## config.mk

```make
export PLATFORM = sky130hd
export DESIGN_NAME = fifo_sync_ext
export DESIGN_NICKNAME = d
export VERILOG_FILES = /design/src/rtl/fifo_sync_ext.sv
export SDC_FILE = /design/constraint.sdc
export NUM_CORES = 1
export LEC_CHECK = 0
export ABC_CLOCK_PERIOD_IN_PS = 6110
export CAP_MARGIN = 30
export CORE_MARGIN = 2
export CORE_UTILIZATION = 54
export DETAILED_ROUTE_END_ITERATION = 8
export DONT_BUFFER_PORTS = 1
export PLACE_DENSITY = 0.67
export SYNTH_ARGS = -nofsm -noshare
export SYNTH_HDL_FRONTEND = slang
export SYNTH_SLANG_ARGS = --single-unit
```

## constraint.sdc

```tcl
create_clock -name clk -period 6.11 [get_ports clk]
set_input_delay 0.611 -clock clk [delete_from_list [all_inputs] [get_ports clk]]
set_output_delay 0.611 -clock clk [all_outputs]
set_load 0.05 [all_outputs]
```

## src/rtl/fifo_sync_ext.sv

```systemverilog
// rtl/fifo_sync_ext.sv - synchronous FIFO with occupancy count, programmable level flags,
// sticky error flags and selectable first-word-fall-through read.
module fifo_sync_ext #(
  parameter int DATA_WIDTH = 32,
  parameter int FIFO_DEPTH = 8,
  parameter int AF_LEVEL   = 6,
  parameter int AE_LEVEL   = 2,
  parameter bit FWFT       = 1'b0
) (
  input  logic                          clk,
  input  logic                          rst,
  input  logic                          cs,
  input  logic                          wr_en,
  input  logic                          rd_en,
  input  logic [DATA_WIDTH-1:0]         data_in,
  input  logic                          clr_err,
  output logic [DATA_WIDTH-1:0]         data_out,
  output logic                          empty,
  output logic                          full,
  output logic                          almost_full,
  output logic                          almost_empty,
  output logic [$clog2(FIFO_DEPTH):0]   count,
  output logic                          overflow,
  output logic                          underflow
);

  localparam int AW = $clog2(FIFO_DEPTH);
  localparam int CW = AW + 1;
  localparam logic [CW-1:0] DEPTH_C = CW'(FIFO_DEPTH);
  localparam logic [CW-1:0] AF_C    = CW'(AF_LEVEL);
  localparam logic [CW-1:0] AE_C    = CW'(AE_LEVEL);

  generate
    if (FIFO_DEPTH < 2 || (FIFO_DEPTH & (FIFO_DEPTH - 1)) != 0) begin : g_bad_depth
      $fatal(1, "fifo_sync_ext: FIFO_DEPTH must be a power of two and at least 2");
    end
    if (AF_LEVEL < 1 || AF_LEVEL > FIFO_DEPTH) begin : g_bad_af
      $fatal(1, "fifo_sync_ext: AF_LEVEL out of range 1..FIFO_DEPTH");
    end
    if (AE_LEVEL < 0 || AE_LEVEL > FIFO_DEPTH - 1) begin : g_bad_ae
      $fatal(1, "fifo_sync_ext: AE_LEVEL out of range 0..FIFO_DEPTH-1");
    end
  endgenerate

  logic [DATA_WIDTH-1:0] mem_q [FIFO_DEPTH];
  logic [AW-1:0]         wr_ptr_q, wr_ptr_d;
  logic [AW-1:0]         rd_ptr_q, rd_ptr_d;
  logic [CW-1:0]         count_q, count_d;
  logic                  overflow_q, overflow_d;
  logic                  underflow_q, underflow_d;
  logic                  empty_w, full_w;
  logic                  rd_acc, wr_acc;
  logic                  ovf_set, udf_set;

  assign empty_w = (count_q == '0);
  assign full_w  = (count_q == DEPTH_C);

  // A full FIFO still takes a write when a read frees the head slot in the same cycle.
  assign rd_acc  = cs & rd_en & ~empty_w;
  assign wr_acc  = cs & wr_en & (~full_w | rd_acc);
  assign ovf_set = cs & wr_en & ~wr_acc;
  assign udf_set = cs & rd_en & empty_w;

  always_comb begin
    wr_ptr_d    = wr_ptr_q;
    rd_ptr_d    = rd_ptr_q;
    count_d     = count_q;
    overflow_d  = overflow_q;
    underflow_d = underflow_q;
    if (wr_acc) wr_ptr_d = wr_ptr_q + AW'(1);
    if (rd_acc) rd_ptr_d = rd_ptr_q + AW'(1);
    if (wr_acc && !rd_acc)      count_d = count_q + CW'(1);
    else if (rd_acc && !wr_acc) count_d = count_q - CW'(1);
    // A set event in the same cycle as clr_err takes priority.
    if (ovf_set)      overflow_d = 1'b1;
    else if (clr_err) overflow_d = 1'b0;
    if (udf_set)      underflow_d = 1'b1;
    else if (clr_err) underflow_d = 1'b0;
  end

  always_ff @(posedge clk or posedge rst) begin
    if (rst) begin
      wr_ptr_q    <= '0;
      rd_ptr_q    <= '0;
      count_q     <= '0;
      overflow_q  <= 1'b0;
      underflow_q <= 1'b0;
    end else begin
      wr_ptr_q    <= wr_ptr_d;
      rd_ptr_q    <= rd_ptr_d;
      count_q     <= count_d;
      overflow_q  <= overflow_d;
      underflow_q <= underflow_d;
    end
  end

  always_ff @(posedge clk) begin
    if (wr_acc) mem_q[wr_ptr_q] <= data_in;
  end

  generate
    if (FWFT) begin : g_fwft
      assign data_out = mem_q[rd_ptr_q];
    end else begin : g_std
      logic [DATA_WIDTH-1:0] data_q;
      always_ff @(posedge clk or posedge rst) begin
        if (rst)         data_q <= '0;
        else if (rd_acc) data_q <= mem_q[rd_ptr_q];
      end
      assign data_out = data_q;
    end
  endgenerate

  assign empty        = empty_w;
  assign full         = full_w;
  assign almost_full  = (count_q >= AF_C);
  assign almost_empty = (count_q <= AE_C);
  assign count        = count_q;
  assign overflow     = overflow_q;
  assign underflow    = underflow_q;

endmodule
```

* Yosys cells after proc, flatten, opt, wreduce, memory -nomap -nowiden
Memories as Yosys holds them, arrays and structs flattened. A register that Yosys moved wholly into a read port is not among the register bits. Index checks and enable logic that the tools add are counted. Widths: inputs -> output; s select.
Storage, ports and cells: word-level logic and storage cells 38, input bits 38, output and inout bits 42, memories kept 1, memory bits (writable) 256, register bits after elaboration 12
Memories:
- mem_q | words 8, bits a word 32, read ports 1, clocked after Yosys merged registers in 1, write ports 1, line 45 | logic [DATA_WIDTH-1:0] mem_q [FIFO_DEPTH];
Cells by class: bitwise logic cells 10, $add $sub $neg 4, multiplexer cells 7, reductions and logical operators 8, order comparisons 2, eq/ne operators 1
Operators by type and width (number):
- $mux 4 | 2
- $add 3x1->3 const B | 2
- $and 1x1->1 | 6
- $reduce_bool 2->1 | 3
- $mux 1 | 5
- $add 4x1->4 const B | 1
- $eq 4x4->1 const B | 1
- $ge 4x3->1 const B | 1
- $le 4x2->1 const B | 1
- $logic_not 4->1 | 1
- $sub 4x1->4 const B | 1
- $not 1->1 | 3
- $logic_and 1x1->1 | 2
- $logic_not 1->1 | 2
- $or 1x1->1 | 1

* Longest topological paths before layout
Gate-level depths: netlist of run 1.
word-level depth 9, gate-level depth with buffers 12, mapped depth without buffers 11

* Worst setup path before layout of run 1
OpenSTA, ideal clock, no wires.
kind register -> register, start point register count_q[0] (netlist: count[0]), end point memory mem_q[0][0], enable pin, arrival time 4.408 ns, buffers on the path 0, setup time 0.501 ns, setup slack 1.200 ns, period minus slack after synthesis 4.910 ns, stages on the path, launching flop included 5, data required time 5.609 ns, path through dfrtp_1 nor4b_2 nand2_1 nand3_2 nor4_1
On the way: elaborated cells between the ends (all ways) 9, those cells by class eq/ne (1); mux (2); bitwise (5); reduce/logical (1)
RTL lines:
- from (decl) | line 48 | logic [CW-1:0] count_q, count_d;
- from (signal assigned) | line 91 | count_q <= count_d;
- $eq 4x4->1 | line 56 | assign full_w = (count_q == DEPTH_C);
- via full | line 19 | output logic full,
- $not 1->1 | line 60 | assign wr_acc = cs & wr_en & (~full_w | rd_acc);
- $or 1x1->1 | line 60
- $and 1x1->1 | line 60
- $mux 1 | line 98 | if (wr_acc) mem_q[wr_ptr_q] <= data_in;
- $mux 1 (implied by the code) | line 98
- to (decl) | line 45
The timed path passes the listed nets, and every way through them passes these cells.

* Final worst setup path of run 1
start point register count_q[1] (netlist: count[1]), end point register count_q[3] (netlist: count[3])
On the way: longest elaborated chain between the ends 8, elaborated cells between the ends (all ways) 16, those cells by class add/sub (2); eq/ne (1); mux (2); bitwise (5); reduce/logical (6)
RTL lines:
- $logic_not 4->1 (*) | line 55 | assign empty_w = (count_q == '0);
- via empty | line 18 | output logic empty,
- $not 1->1 (*) | line 59 | assign rd_acc = cs & rd_en & ~empty_w;
- $and 1x1->1 (*) | line 59
- $or 1x1->1 | line 60
- $and 1x1->1 | line 60
- $logic_not 1->1 | line 73 | else if (rd_acc && !wr_acc) count_d = count_q - CW'(1);
- $logic_and 1x1->1 | line 73
- $reduce_bool 2->1 (no line)
Mark *: on every way through the listed nets, which the timed path passes. The rest lies on a longest branch. The select of a mux whose other input is x is not followed. A chain may end at the register's enable or synchronous reset.

==> flow_summary.yaml, run 1 <==
timing:
  finalMaxSlewViolations: 0
  worstMarginPinSlew_ns: 0.898
  relSlewSlack_pct: 40.0
  fmax_mhz: 259
  report.final.hold_viol_count: 4
  grt_setup_unrepaired: "no"
  final_setup_vio_count: 0
  whs_ns: -0.00251
  period_share_pct: 63.2
  worst_slack_ns: 2.25
  finalCriticalPeriod_ns: 3.86
  finalClockSkew_ns: 0.00894
  timing.setup.tns_ns: 0
die:
  chipWidth_um: 151
  core_mm2: 0.0211
  die_height_um: 151
  floorplan.initialDensity_pct: 55.0
  floorplan.die_area_mm2: 0.0227
  row_count: 53
  ioPinCount: 80
clock_tree:
  cts_buffer_depth: 3
  cts_buffers: 31
  cts-root-buf: "clkbuf_16"
  postCtsResizedCells: 0
  clock_tree_from_tritoncts: "built"
  cts_hold_fix_bufs: 0
  clock_pin_slew_of_the_registers_on_the_worst_case_setup_and_hold_paths_ns: 0.06
  post_cts_setup_inserts: 0
  htreeDepth: 1
  clock_latency_ns: 0.55
  numClockSinks: 300
power_and_ir_drop:
  power.switching_mw: 2.23
  netSwitchingFraction_pct: 34.8
  internal-power_mw: 4.18
  total_power_consumption_of_the_routed_design_mw: 6.41
  power_density_cells_mw_per_mm2: 491
  clock_network_fraction_of_total_power_pct: 29.1
  power.share.sequential_pct: 49.0
  power_leakage_nw: 4.81
  pwr-share-comb_pct: 21.9
  power.ir.vdd_worst_v: 0.000255
logic_synthesis:
  post_synthesis_compound_gate_area_fraction_pct: 4.71
  synth_cell_area_mm2: 0.0116
  synth.yosys.warnings: 0
  syn-num-nets: 735
  ys_types: 36
  synth_top_area_share_pct: 66.2
  synth.mux.area_fraction_pct: 11.4
  yosys.area_share.xor_xnor_pct: 0.453
  synthesis.area_per_instance_um2: 16.8
  synthDominantAreaCellType: "edfxtp_1"
  number_of_flops_mapped_to_enable_cells_by_yosys: 256
  syn_inst: 691
  synth_fa_ha_area_share_pct: 0.712
  synth-seq-cells: 300
  ys_dominant_reg_cell: "edfxtp_1"
  synth-seq-area-share_pct: 75.7
  synth_top_family_by_area: "multiplexers"
  synth_area_leaders: "edfxtp_1 (66%), mux2i_1 (11%), dfrtp_1 (9.5%)"
  synth_async_sr_flop_share_pct: 14.7
  synth_simple_gate_area_share_pct: 5.04
drt:
  number_of_optimization_iterations_in_the_first_detailed_route_pass: 4
  antenna_violating_nets_post_route: 0
  route.detailed.drc: 0
  avg_vias_per_cell: 5.81
  wl_um: 22600
  dr_total_vias: 5853
  drt_first_iter_violations: 340
  wl_per_cell_um: 22.4
final_layout:
  final_layout_size_suffix_gt1_share_pct: 12.0
  final_design_area_no_fill_mm2: 0.0131
  layout.cells.most_common_list: "edfxtp_1 (256), mux2i_1 (129), nand2_1 (77)"
  antenna_cells: 0
  final_cells: 1007
  final_common_cell: "edfxtp_1"
  nNetsFinal: 752
  final_core_utilization_pct: 62.0
  area.growth.synth_to_final_pct: 12.6
critical_path:
  most_frequent_cell_on_critical_path: "ha_1"
  critPathSlowestCell: "or4_4"
  critPathLaunchType: "register"
  rr_startpoint: "count[1]"
  critical_path.max_stage_delay_ns: 0.66
  worst-endpoint-arrival_ns: 4.27
  crit_path_max_fanout: 35
  worstSetupEndpointType: "register"
  timing.critical_path.from: "count[1]"
  critPathKind: "register to register"
  path_delay_family: "buffers and inverters"
  worst_path_buffer_plus_inverter_count: 4
  cp_cell_sequence: "or4_4 > inv_2 > nor2_4 > buf_4 > inv_6 > ha_1 > inv_1 > ha_1 > a21o_1 > a2111oi_0 > o31ai_1"
  worstPathRequired_ns: 6.52
min_path:
  min_path_type: "input pin to asynchronous set/reset pin"
grt:
  grt_pass1_wl_um: 34800
  maximum_number_of_pins_on_one_net_before_global_route_repair: 67
  antenna_violations_before_repair: 0
  grt.overflow.total: 0
  grt_pass1_vias: 6298
  grt_use_total_pct: 20.5
placement:
  gpl.final_weighted_congestion: 0.751
  placement.setup.worst_slack_ns: 2.26
  dpl-instance-area_mm2: 0.0121
  buffer_ports.inserted: 0
  place.detailed.hpwl_um: 13500
  placed_cells_incl_taps: 950
status:
  status: "finished with violations"
  failed_checks: "hold timing"
job:
  max-cap-violations: 0
## logic make-up after synthesis
family	after synthesis
and+or+nand+nor	130
buffers and inverters	44
adders and majority gates	6
DFF	300
AOI/OAI and AO/OA	74
xor gates and xnor gates	6
muxes	131
## routing by layer
layer / track usage, % / vias up / wire length, um
met2: 36.2 / 147 / 11500
met3: 4.33 / 33 / 1630
li1: - / 2694 / -
met1: 25.6 / 2979 / 8900
met5: 0 / - / 0
met4: 5.98 / 0 / 507
## worst paths after layout
path / slack (ns) / cells after the start / endpoint
hold reg to reg: 0.57 / 1 / rd_ptr_q[2]
setup / recovery: 2.25 / 11 / count[3]
hold / removal: -0.003 / 1 / data_out[20]
max in group asynchronous: 5.57 / 2 / data_out[29]
min in group clk: 0.16 / 0 / mem_q[5][2]
setup reg to reg: 2.25 / 11 / count[3]
## synthesized netlist by cell type (3+ instances only)
cell and number:
edfxtp_1 256, mux2i_1 129, nand2_1 77, a22oi_1 64
dfrtp_1 44, nand3_1 32, clkbuf_1 17, buf_2 10
buf_4 7, nor3_1 7, ha_1 5, inv_1 5
xnor2_1 5, nor2_1 4, buf_6 3
## power groups by stage
stage	clock network (mW)	registers, mW	logic [mW]
floorplan	0	3.08	1.12
global placement	0	3.24	1.27
detailed placement	0	3.19	1.41
CTS	1.89	3.15	1.42
global route	1.98	3.18	1.53
finish	1.86	3.14	1.41
## state kept, by name, summed over array words and instances (netlist names)
name       flops
data_out      32
wr_ptr_q       3
rd_ptr_q       3
overflow       1
count          4
mem_q        256
underflow      1
## area by class of cell
class,count,area [um2]
clock buffers,41,833
clock inverters,16,181
fillers,1508,8020
inverters,7,31.3
multi-input cells,347,2650
flip-flops and latches,300,8790
well taps,275,344
repair buffers,21,240
Note: power is estimated with default switching activity, not from simulation.
==> run 2, diff against run 1 <==
Settings changed: ABC_CLOCK_PERIOD_IN_PS 6110 to 3900.
Clock period 6.11 ns to 3.9 ns, I/O delays scaled along.
==> run 2 against run 1 <==
The flow now finishes without violations. Sequential share of layout area fell by 1.6 points. Clock skew increased by 0.0038 ns. Worst hold slack better by 0.12 ns.
==> flow_summary.yaml, run 2 (synthesis results as in run 1) <==
grt:
  grt_pass1_vias: 6175
  grt_use_total_pct: 20.9
  antenna_violations_before_repair: 0
  maximum_number_of_pins_on_one_net_before_global_route_repair: 54
  grt.overflow.total: 0
  grt_pass1_wl_um: 35500
critical_path:
  worst_path_buffer_plus_inverter_count: 3
  critPathKind: "register to register"
  critPathSlowestCell: "or4_4"
  path_delay_family: "compound AO/OA/AOI/OAI gates"
  crit_path_max_fanout: 35
  critPathLaunchType: "register"
  most_frequent_cell_on_critical_path: "ha_1"
  worstPathRequired_ns: 4.30
  cp_cell_sequence: "or4_4 > inv_2 > nor2_4 > inv_6 > ha_1 > inv_1 > ha_1 > a21o_1 > a2111oi_0 > o31ai_1"
  worst-endpoint-arrival_ns: 3.86
  worstSetupEndpointType: "register"
  critical_path.max_stage_delay_ns: 0.56
placement:
  placed_cells_incl_taps: 951
  gpl.final_weighted_congestion: 0.759
  place.detailed.hpwl_um: 12900
  dpl-instance-area_mm2: 0.0120
  placement.setup.worst_slack_ns: 0.603
  buffer_ports.inserted: 0
die:
  ioPinCount: 80
  chipWidth_um: 151
  die_height_um: 151
  floorplan.die_area_mm2: 0.0227
  floorplan.initialDensity_pct: 55.0
  row_count: 53
  core_mm2: 0.0211
clock_tree:
  clock_latency_ns: 0.55
  cts_buffer_depth: 3
  post_cts_setup_inserts: 0
  numClockSinks: 300
  clock_pin_slew_of_the_registers_on_the_worst_case_setup_and_hold_paths_ns: 0.06
  cts_buffers: 30
  cts-root-buf: "clkbuf_16"
  clock_tree_from_tritoncts: "built"
  htreeDepth: 1
  postCtsResizedCells: 0
power_and_ir_drop:
  power.ir.vdd_worst_v: 0.000472
  power_leakage_nw: 4.95
  power_density_cells_mw_per_mm2: 753
timing:
  final_setup_vio_count: 0
  fmax_mhz: 289
  period_share_pct: 88.6
  finalClockSkew_ns: 0.0128
  finalMaxSlewViolations: 0
  finalCriticalPeriod_ns: 3.46
  worstMarginPinSlew_ns: 0.916
  grt_setup_unrepaired: "no"
  report.final.hold_viol_count: 0
  worst_slack_ns: 0.443
  relSlewSlack_pct: 38.8
final_layout:
  max_flop_register: "mem_q"
  final_layout_size_suffix_gt1_share_pct: 12.1
  final_cells: 1042
  layout.cells.most_common_list: "edfxtp_1 (256), mux2i_1 (129), nand2_1 (77)"
  number_of_flip_flops_under_the_largest_register_name: 256
  final_common_cell: "edfxtp_1"
  nNetsFinal: 787
  final_design_area_no_fill_mm2: 0.0134
  antenna_cells: 0
  area.growth.synth_to_final_pct: 15.4
drt:
  drt_first_iter_violations: 330
  avg_vias_per_cell: 5.79
  dr_total_vias: 6033
  wl_per_cell_um: 22.2
  antenna_violating_nets_post_route: 0
  number_of_optimization_iterations_in_the_first_detailed_route_pass: 5
  route.detailed.drc: 0
  wl_um: 23100
min_path:
  min_path_type: "input pin to register"
status:
  status: "finished clean"
job:
  max-cap-violations: 0
## run 2: cell count changes in the layout (fill, tap and decap cells not counted), moves of 2 or more
cell,change
dlygate4sd3_1,+35
buf_12,-3
buf_4,+3
clkbuf_8,+3
clkinv_1,-3
bufinv_16,-2
clkbuf_1,-2
clkinv_2,+2
## run 2: timing repair
action	CTS	global route
hold buffers	35	0
endpoints found under the setup margin	0	0
hold endpoints to repair	278	0
## run 2: path summary, 6_finish.rpt
check | from | endpoint | slack [ns] | cells past startpoint
setup reg to reg | count[1] | count[3] | 0.44 | 10
min in group asynchronous | rst | data_out[20] | 0.35 | 2
hold / removal | rd_en | underflow | 0.11 | 2
setup / recovery | count[1] | count[3] | 0.44 | 10
max in group asynchronous | rst | rd_ptr_q[0] | 2.79 | 3
hold reg to reg | rd_ptr_q[2] | rd_ptr_q[2] | 0.60 | 1
## run 2: area by class of cell
cell class                      instances  area, um2
Clock buffer                           42        867
Clock inverter                         14        125
Fill cell                            1466       7700
Inverter                                7       31.3
Multi-Input combinational cell        347       2660
Sequential cell                       300       8790
Tap cell                              275        344
Timing Repair Buffer                   57        568
## run 2: routing by layer
| metal | global-route usage [%] | vias to the layer above | share of wire (%) |
|---|---|---|---|
| li1 | - | 2769 | - |
| met1 | 26.3 | 3086 | 40 |
| met2 | 37.7 | 146 | 53 |
| met3 | 3.82 | 32 | 5.0 |
| met4 | 5.09 | 0 | 1.9 |
| met5 | 0 | - | 0 |
## run 2: per-stage QoR
stage	hold WS, ns	TNS [ns]	total power [mW]	util, %
4_1_cts	0.0871	0	10.2	63.5
2_1_floorplan	0.489	-16.08	6.59	-
3_3_place_gp	0.341	0	7.15	56.9
6_report	0.113	0	10.1	63.5
5_1_grt	0.0918	0	10.5	63.5
3_5_place_dp	0.347	0	7.26	57.1
## run 2: where the power goes
| part | internal (mW) | leakage [nW] | switching, mW |
|---|---|---|---|
| clock network | 1.68 | 0.494 | 1.14 |
| registers | 3.90 | 2.85 | 0.934 |
| logic | 0.947 | 1.61 | 1.47 |
| total | 6.53 | 4.95 | 3.55 |
## run 2: worst register-to-register path, stage by stage (launching register included)
cell and delay [ns]:
dfrtp_1 0.38, or4_4 0.56, inv_2 0.25, nor2_4 0.18, inv_6 0.32, ha_1 0.29, inv_1 0.13, ha_1 0.29
a21o_1 0.21, a2111oi_0 0.53, o31ai_1 0.17
